### config.mk
export PLATFORM = sky130hd
export DESIGN_NAME = grid_mover_flat
export DESIGN_NICKNAME = d
export VERILOG_FILES = /design/src/rtl/grid_mover_if.sv /design/src/rtl/grid_mover.sv /design/src/flat_wrapper.sv
export SDC_FILE = /design/constraint.sdc
export NUM_CORES = 1
export LEC_CHECK = 0
export BUFFER_PORTS_ARGS = -buffer_cell sky130_fd_sc_hd__buf_2
export CORE_MARGIN = 2
export CORE_UTILIZATION = 40
export CTS_BUF_LIST = sky130_fd_sc_hd__clkbuf_4
export DETAILED_ROUTE_END_ITERATION = 10
export SKIP_CTS_REPAIR_TIMING = 1
export SYNTH_ARGS = -nofsm -noshare
export SYNTH_HDL_FRONTEND = slang
export SYNTH_SLANG_ARGS = --single-unit
### constraint.sdc
create_clock -name CLOCK_50 -period 4.73 [get_ports CLOCK_50]
set_input_delay 0.2365 -clock CLOCK_50 [delete_from_list [all_inputs] [get_ports CLOCK_50]]
set_output_delay 0.2365 -clock CLOCK_50 [all_outputs]
set_load 0.02 [all_outputs]
### src/rtl/grid_mover_if.sv
// Wall-lookup handshake between the player mover and the map/collision unit.
interface grid_mover_if #(
  parameter int X_BITS = 5,
  parameter int Y_BITS = 5
);
  logic              wall_req;
  logic [X_BITS-1:0] wall_x;
  logic [Y_BITS-1:0] wall_y;
  logic              wall_ack;
  logic              wall_hit;

  modport master (
    output wall_req, wall_x, wall_y,
    input  wall_ack, wall_hit
  );

  modport slave (
    input  wall_req, wall_x, wall_y,
    output wall_ack, wall_hit
  );
endinterface

### src/rtl/grid_mover.sv
// Player position engine: one bounds- and wall-checked move per frame tick.
module grid_mover #(
  parameter int X_BITS  = 5,
  parameter int Y_BITS  = 5,
  parameter int GRID_W  = 20,
  parameter int GRID_H  = 15,
  parameter int START_X = 1,
  parameter int START_Y = 1,
  parameter int TIMEOUT = 15
) (
  input  logic              CLOCK_50,
  input  logic              resetn,
  input  logic              frame_tick,
  input  logic [2:0]        move,
  input  logic              move_valid,
  grid_mover_if.master      wall,
  output logic [X_BITS-1:0] x_pos,
  output logic [Y_BITS-1:0] y_pos,
  output logic              moved,
  output logic              blocked,
  output logic              busy,
  output logic [7:0]        move_count
);

  typedef enum logic [1:0] {
    S_IDLE,
    S_QUERY,
    S_COMMIT,
    S_REJECT
  } state_t;

  localparam int CW = $clog2(TIMEOUT + 1);
  localparam logic [CW-1:0] T_LAST = CW'(TIMEOUT - 1);
  localparam logic [X_BITS-1:0] X_MAX = X_BITS'(GRID_W - 1);
  localparam logic [Y_BITS-1:0] Y_MAX = Y_BITS'(GRID_H - 1);

  state_t            r_state, w_state_n;
  logic [CW-1:0]     r_cnt, w_cnt_n;
  logic              r_pv, w_pv_n;
  logic [2:0]        r_pc, w_pc_n;
  logic [X_BITS-1:0] r_x, w_x_n, r_wx, w_wx_n, w_tx;
  logic [Y_BITS-1:0] r_y, w_y_n, r_wy, w_wy_n, w_ty;
  logic              r_req, w_req_n;
  logic              r_moved, w_moved_n;
  logic              r_blocked, w_blocked_n;
  logic              r_busy;
  logic [7:0]        r_mc, w_mc_n;
  logic              w_oob;
  logic              w_legal;

  assign w_legal = move_valid && (move >= 3'd1) && (move <= 3'd4);

  always_comb begin
    w_tx  = r_x;
    w_ty  = r_y;
    w_oob = 1'b0;
    unique case (1'b1)
      r_pc == 3'd1: begin
        w_ty  = r_y - Y_BITS'(1);
        w_oob = (r_y == '0);
      end
      r_pc == 3'd2: begin
        w_ty  = r_y + Y_BITS'(1);
        w_oob = (r_y == Y_MAX);
      end
      r_pc == 3'd3: begin
        w_tx  = r_x - X_BITS'(1);
        w_oob = (r_x == '0);
      end
      r_pc == 3'd4: begin
        w_tx  = r_x + X_BITS'(1);
        w_oob = (r_x == X_MAX);
      end
      default: ;
    endcase
  end

  always_comb begin
    w_state_n   = r_state;
    w_cnt_n     = r_cnt;
    w_pv_n      = r_pv;
    w_pc_n      = r_pc;
    w_x_n       = r_x;
    w_y_n       = r_y;
    w_wx_n      = r_wx;
    w_wy_n      = r_wy;
    w_req_n     = r_req;
    w_moved_n   = 1'b0;
    w_blocked_n = 1'b0;
    w_mc_n      = r_mc;
    if (w_legal) begin
      w_pv_n = 1'b1;
      w_pc_n = move;
    end
    unique case (r_state)
      S_IDLE: begin
        if (frame_tick && r_pv) begin
          w_wx_n = w_tx;
          w_wy_n = w_ty;
          if (w_oob) begin
            w_state_n = S_REJECT;
          end else begin
            w_state_n = S_QUERY;
            w_req_n   = 1'b1;
            w_cnt_n   = '0;
          end
        end
      end
      S_QUERY: begin
        w_cnt_n = r_cnt + CW'(1);
        // an ack on the last allowed cycle still beats the timeout
        if (wall.wall_ack) begin
          w_req_n   = 1'b0;
          w_state_n = wall.wall_hit ? S_REJECT : S_COMMIT;
        end else if (r_cnt == T_LAST) begin
          w_req_n   = 1'b0;
          w_state_n = S_REJECT;
        end
      end
      S_COMMIT: begin
        w_x_n     = r_wx;
        w_y_n     = r_wy;
        w_mc_n    = r_mc + 8'd1;
        w_moved_n = 1'b1;
        w_state_n = S_IDLE;
        if (!w_legal) w_pv_n = 1'b0;
      end
      S_REJECT: begin
        w_blocked_n = 1'b1;
        w_state_n   = S_IDLE;
        if (!w_legal) w_pv_n = 1'b0;
      end
      default: w_state_n = S_IDLE;
    endcase
  end

  always_ff @(posedge CLOCK_50 or negedge resetn) begin
    if (!resetn) begin
      r_state   <= S_IDLE;
      r_cnt     <= '0;
      r_pv      <= 1'b0;
      r_pc      <= 3'd0;
      r_x       <= X_BITS'(START_X);
      r_y       <= Y_BITS'(START_Y);
      r_wx      <= '0;
      r_wy      <= '0;
      r_req     <= 1'b0;
      r_moved   <= 1'b0;
      r_blocked <= 1'b0;
      r_busy    <= 1'b0;
      r_mc      <= 8'd0;
    end else begin
      r_state   <= w_state_n;
      r_cnt     <= w_cnt_n;
      r_pv      <= w_pv_n;
      r_pc      <= w_pc_n;
      r_x       <= w_x_n;
      r_y       <= w_y_n;
      r_wx      <= w_wx_n;
      r_wy      <= w_wy_n;
      r_req     <= w_req_n;
      r_moved   <= w_moved_n;
      r_blocked <= w_blocked_n;
      r_busy    <= (w_state_n != S_IDLE);
      r_mc      <= w_mc_n;
    end
  end

  assign wall.wall_req = r_req;
  assign wall.wall_x   = r_wx;
  assign wall.wall_y   = r_wy;
  assign x_pos         = r_x;
  assign y_pos         = r_y;
  assign moved         = r_moved;
  assign blocked       = r_blocked;
  assign busy          = r_busy;
  assign move_count    = r_mc;

endmodule

### src/flat_wrapper.sv
// flat-port wrapper written by rule: the top's interface ports become plain ports
module grid_mover_flat 
#(
  parameter int X_BITS  = 5,
  parameter int Y_BITS  = 5,
  parameter int GRID_W  = 20,
  parameter int GRID_H  = 15,
  parameter int START_X = 1,
  parameter int START_Y = 1,
  parameter int TIMEOUT = 15
)
  (CLOCK_50, resetn, frame_tick, move, move_valid, x_pos, y_pos, moved, blocked, busy, move_count, wall_wall_req, wall_wall_x, wall_wall_y, wall_wall_ack, wall_wall_hit);
  grid_mover_if #(.X_BITS(X_BITS), .Y_BITS(Y_BITS)) wall_i ();
  input  logic CLOCK_50;
  input  logic resetn;
  input  logic frame_tick;
  input  logic [2:0] move;
  input  logic move_valid;
  output logic [X_BITS-1:0] x_pos;
  output logic [Y_BITS-1:0] y_pos;
  output logic moved;
  output logic blocked;
  output logic busy;
  output logic [7:0] move_count;
  output wire logic [$bits(wall_i.wall_req)-1:0] wall_wall_req;
  output wire logic [$bits(wall_i.wall_x)-1:0] wall_wall_x;
  output wire logic [$bits(wall_i.wall_y)-1:0] wall_wall_y;
  input wire logic [$bits(wall_i.wall_ack)-1:0] wall_wall_ack;
  input wire logic [$bits(wall_i.wall_hit)-1:0] wall_wall_hit;
  assign wall_wall_req = wall_i.wall_req;
  assign wall_wall_x = wall_i.wall_x;
  assign wall_wall_y = wall_i.wall_y;
  assign wall_i.wall_ack = wall_wall_ack;
  assign wall_i.wall_hit = wall_wall_hit;
  grid_mover #(.X_BITS(X_BITS), .Y_BITS(Y_BITS), .GRID_W(GRID_W), .GRID_H(GRID_H), .START_X(START_X), .START_Y(START_Y), .TIMEOUT(TIMEOUT)) u_core (.CLOCK_50(CLOCK_50), .resetn(resetn), .frame_tick(frame_tick), .move(move), .move_valid(move_valid), .wall(wall_i), .x_pos(x_pos), .y_pos(y_pos), .moved(moved), .blocked(blocked), .busy(busy), .move_count(move_count));
endmodule
* Word level (Yosys, flattened, before mapping) *
Index checks and enable logic that the tools add are counted.

storage, ports and cells
  register bits = 42
  output and inout bits = 32
  input bits = 9
  word-level logic and storage cells = 68

operators by class
  order comparisons = 2
  muxes and demuxes = 22
  equal/unequal tests = 13
  add/subtract/negate cells = 6
  reductions and logical operators = 12

operator list
  kind                                                                number
  one-hot mux 5 bit (2 select lines)                                  2
  adder 5 x 1 -> 5 bit (second input constant)                        2
  zero test 5 bit                                                     2
  two-way mux 1 bit                                                   10
  subtractor 5 x 1 -> 5 bit (second input constant)                   2
  adder 8 x 1 -> 8 bit (second input constant)                        1
  two-way mux 2 bit                                                   4
  two-way mux 4 bit                                                   2
  one-hot mux 4 bit (2 select lines)                                  1
  == test 3 x 2 -> 1 bit (second input constant)                      2
  one-hot mux 2 bit (3 select lines)                                  1
  == test 5 x 4 -> 1 bit (second input constant)                      1
  == test 5 bit (second input constant)                               1
  adder 4 x 1 -> 4 bit (second input constant)                        1
  == test 2 bit (second input constant)                               2
  == test 4 bit (second input constant)                               1
  one-hot mux 1 bit (4 select lines)                                  1
  AND reduction 4 bit                                                 1
  nonzero test 2 bit                                                  2
  == test 3 x 1 -> 1 bit (second input constant)                      1
  == test 3 bit (second input constant)                               1
  greater-or-equal comparator 3 x 1 -> 1 bit (second input constant)  1
  less-or-equal comparator 3 bit (second input constant)              1
  logical AND 1 bit                                                   3
  9 further kinds                                                     9

* Longest topological paths before layout *
  depth in word-level cells = 6
  mapped depth = 10

* Worst setup path after synthesis *
OpenSTA, ideal clock, no wires.

  path type = register -> register
  start point = register u_core.r_pc[0]
  end point = register u_core.r_wx[4], in the netlist u_core.wall.wall_x[4]
  path buffers = 1
  arrival = 1,874 ps
  setup time = 130 ps
  setup slack = 2,726 ps
  stages on the path, launching flop included = 9
  path through = dfrtp_1 > buf_4 > or3_4 > ha_1 > nand2b_1 > a21oi_1 > mux2i_1 > xnor2_1 > o21ai_1

on the way
  word-level cells in the longest chain between the ends = 2
  elaborated cells between the ends (all ways) = 3

ends and longest elaborated chain
  item                                                            line                                RTL
  start: declaration                                              grid_mover.sv:40                    logic [2:0] r_pc, w_pc_n;
  start signal: assignment                                        grid_mover.sv:156                   r_pc <= w_pc_n;
  == test 3 bit / == test 3 x 2 -> 1 bit (equally long branches)  grid_mover.sv:70, grid_mover.sv:66
  one-hot mux 5 bit (2 select lines) (*)                          grid_mover.sv:57                    unique case (1'b1)
  end signal: assignment                                          grid_mover.sv:159                   r_wx <= w_wx_n;
  end: declaration                                                grid_mover.sv:41                    logic [X_BITS-1:0] r_x, w_x_n, r_wx, w_wx_n, w_tx;

Every way passes the cells marked *; elsewhere a longest branch is shown, timed or not.
A chain may end at the register's enable or synchronous reset.

* Final worst setup path *
  start point = register u_core.r_pc[2]
  end point = register u_core.r_wy[4], in the netlist u_core.wall.wall_y[4]

on the way
  word-level cells in the longest chain between the ends = 2
  elaborated cells between the ends (all ways) = 3

ends and longest elaborated chain
  item                                                                     line                                RTL
  == test 3 x 2 -> 1 bit / == test 3 x 1 -> 1 bit (equally long branches)  grid_mover.sv:62, grid_mover.sv:58
  one-hot mux 5 bit (2 select lines) (*)                                   grid_mover.sv:57
  end signal: assignment                                                   grid_mover.sv:160                   r_wy <= w_wy_n;
  end: declaration                                                         grid_mover.sv:42                    logic [Y_BITS-1:0] r_y, w_y_n, r_wy, w_wy_n, w_ty;

Marks and branches as above.

==> impl_metrics.yaml <==
status:
  status: "finished clean"
critical_path:
  crit_slowest_cell: "dfrtp_1"
  slowest_delay_ps: 470
  crit_family: "simple AND/OR/NAND/NOR gates"
  critPathLaunchType: "flop"
  worst-r2r-cell-count: 9
  path_class: "flop to flop"
  worstPathRequired_ps: 4950
  r2r_slack_ps: 2560
  crit_chain: "nand2b_1 > nor2_1 > inv_1 > ha_1 > nand2b_1 > a21oi_1 > mux2i_1 > xor2_1 > o21ai_0"
  timing.rr.end: "u_core.wall.wall_y[4]"
  critPathMaxFanout: 8
  cp-startpoint: "u_core.r_pc[2]"
  crit_cells: 9
  r2r-start: "u_core.r_pc[2]"
  endpoint: "u_core.wall.wall_y[4]"
  path_common_cell: "nand2b_1"
  critPathCaptureType: "flop"
  arrival_ps: 2390
  critPathBufInv: 1
run:
  cap_viol_max_count: 0
logic_synthesis:
  synth_top_family_by_area: "simple AND/OR/NAND/NOR gates"
  yosys.area.top_type_share_pct: 46.2
  synthDistinctLibCells: 42
  synthArstFlopShare_pct: 100
  syn_inst: 210
  syn-cell-area_sq_um: 2170
  synth_warnings: 0
  avgSynthCellArea_sq_um: 10.3
  synth_xor_area_share_pct: 7.27
  synth-simple-area-share_pct: 17.4
  synth_nets: 230
  synth_enable_flop_cells: 0
  synth_compound_area_share_pct: 9.98
  yosys-top-cells-area: "dfrtp_1 (46%), xnor2_1 (5.3%), ha_1 (5.2%), o21ai_0 (5.1%), nand2_1 (4.3%)"
  synth_mux_area_share_pct: 7.10
  synth_area_leader_cell: "dfrtp_1"
  yosys_most_used_dff: "dfrtp_1"
  synth_fa_ha_area_share_pct: 7.04
  ys_seq_elements: 42
  seq_area_frac_synth_pct: 48.6
sta:
  drv_slew: 0
  max_clock_freq_mhz: 460
  setup_ws_ps: 2560
  relSlewSlack_pct: 39.2
  rsz0062_at_grt: "no"
  fin_worst_skew_ps: 12.1
  fin_crit_sh_pct: 46.0
  setup_viol: 0
  fin_setup_tns_ps: 0
  tightest_slew_ps: 912
  hold_viol: 0
  finalCriticalPeriod_ps: 2170
detailed_routing:
  drt-total-wl_microns: 4170
  drc: 0
  drt-pass1-iter-count: 4
  antenna_left: 0
  avgRoutedWirePerCell_microns: 12.9
  detail_route.vias_per_cell: 4.90
  drtIter0Drc: 84
  vias: 1586
cells_and_area:
  area.growth.synth_to_final_pct: 17.1
  seq_area_sq_um: 1050
  multi_input_area_sq_um: 1060
  post-route-util_pct: 49.1
  layout-drive-gt1-share_pct: 25.2
  insertedDiodeCount: 0
  num-fill-cells: 502
  nets: 273
  stdcell_count: 324
place:
  dp_hpwl_microns: 3070
  portBuffers: 40
  dp.cells: 316
  place_ws_ps: 2570
  place.gp.congestion: 0.864
floorplanning:
  chipWidth_microns: 77.6
  initial_core_util_pct: 41.9
  io_pins: 41
  die_area_sq_um: 6030
  rows: 26
  die_h_microns: 77.6
  core_sq_um: 5170
global_route:
  grt_pass1_wl_microns: 7380
  grt_overflow: 0
  antenna_found_initial: 0
  grt_pass1_vias: 1566
  grt_use_total_pct: 15.1
  grt_max_degree: 43
power_and_ir_drop:
  power_frac_seq_pct: 37.7
  p_sw_share_pct: 41.3
  vdd_drop_max_v: 0.000335
  leakage_nw: 1.22
  power_frac_comb_pct: 45.5
  power_frac_clock_pct: 16.8
  p_switching_uw: 693
  p_int_uw: 983
  finalPower_mw: 1.68
  power_density_nw_per_um2: 660
clock_tree:
  cts.sinks: 42
  cts_buffers: 5
  cts-root-buf: "clkbuf_4"
  clk_pin_slew_ps: 130
  clock_latency_ps: 360
  clock_path_buffers: 2
  cts.htree.levels: 2
  tritoncts: "done"
worst_hold_path:
  hold_path.class: "input port to async pin"
## cell type report
class	instances	share of cell area (%)
clock inverter	3	2.51
sequential	42	41.5
multi-input combinational	155	41.7
tap	70	3.45
clock buffer	5	1.48
timing repair buffer	41	8.18
inverter	8	1.18
## metrics by stage
step / hold WS, ps / area (sq um)
final: 2.55 / 2540
after CTS: 19.1 / 2540
after global placement: 431 / 2440
after detailed placement: 433 / 2440
after floorplan: -59.1 / 2170
after global routing: 80.0 / 2540
## flip-flops by register name, indices dropped and copies added, names as in the netlist, 2 cells and up
name                count
u_core.r_state          2
u_core.r_pc             3
u_core.x_pos            5
u_core.wall.wall_x      5
u_core.move_count       8
u_core.r_cnt            4
u_core.wall.wall_y      5
u_core.y_pos            5
## placed cells by master (no fill, tap or decap), types with 2 or more instances in the layout
cell / synthesis / final
buf_2: 3 / 40
nand3_1: 6 / 6
clkbuf_4: 0 / 5
mux2i_1: 6 / 6
xnor2_1: 13 / 13
o21ai_0: 22 / 22
xor2_1: 5 / 5
or3_1: 2 / 2
nand4_1: 4 / 4
nand2_1: 25 / 25
ha_1: 9 / 9
nor3_1: 2 / 2
a21o_1: 3 / 3
dfstp_2: 2 / 2
fa_1: 2 / 2
a21oi_1: 6 / 6
nand2b_1: 4 / 4
and3_1: 3 / 3
inv_1: 7 / 7
nor2_1: 14 / 14
bufinv_16: 0 / 2
dfrtp_1: 40 / 40
mux2_2: 7 / 7
nor2b_1: 5 / 5
## power groups by stage
stage / logic (mW) / clock network, mW / registers [mW]
floorplan: 0.451 / 0 / 0.733
global placement: 0.758 / 0 / 0.641
detailed placement: 0.768 / 0 / 0.642
CTS: 0.774 / 0.291 / 0.634
global route: 0.861 / 0.304 / 0.659
finish: 0.763 / 0.281 / 0.632
## kinds of logic (layout without fill, tap and decap cells)
logic type / after synthesis / after routing
adders and majority gates: 11 / 11
and+or+nand+nor: 74 / 74
DFF: 42 / 42
xor gates and xnor gates: 18 / 18
muxes: 14 / 14
buffers and inverters: 13 / 57
AOI/OAI and AO/OA: 38 / 38
## worst register-to-register path: cells and delay by family, from the launching register on
family,cells,cell delay [ps]
compound gates,2,240
buf+inv,1,120
simple gates,3,500
mux,1,230
xor+xnor,1,150
flops,1,470
fa+ha+maj,1,340
## routing by layer
metal  track usage, %  part of all wire (%)  vias to the layer above
li1                 -                     -                      814
met4             4.46                   1.3                        0
met5                0                     0                        -
met1             19.8                    47                      732
met3             3.84                   5.1                        6
met2             24.8                    47                       34
## how the worst min path moves through the flow
stage | slack (ps) | cells past startpoint | to
final | 3 | 1 | u_core.move_count[2]
after global routing | 80 | 1 | u_core.move_count[2]
after CTS | 20 | 1 | u_core.move_count[0]
after detailed placement | 430 | 1 | u_core.r_cnt[3]
after global placement | 430 | 1 | u_core.r_cnt[3]
after floorplan | -60 | 0 | u_core.blocked
## synth_stat cells (5+ instances only)
| master | n |
|---|---|
| a21oi_1 | 6 |
| dfrtp_1 | 40 |
| ha_1 | 9 |
| inv_1 | 7 |
| mux2_2 | 7 |
| mux2i_1 | 6 |
| nand2_1 | 25 |
| nand3_1 | 6 |
| nor2_1 | 14 |
| nor2b_1 | 5 |
| o21ai_0 | 22 |
| xnor2_1 | 13 |
| xor2_1 | 5 |
(Power assumes the default switching activity.)
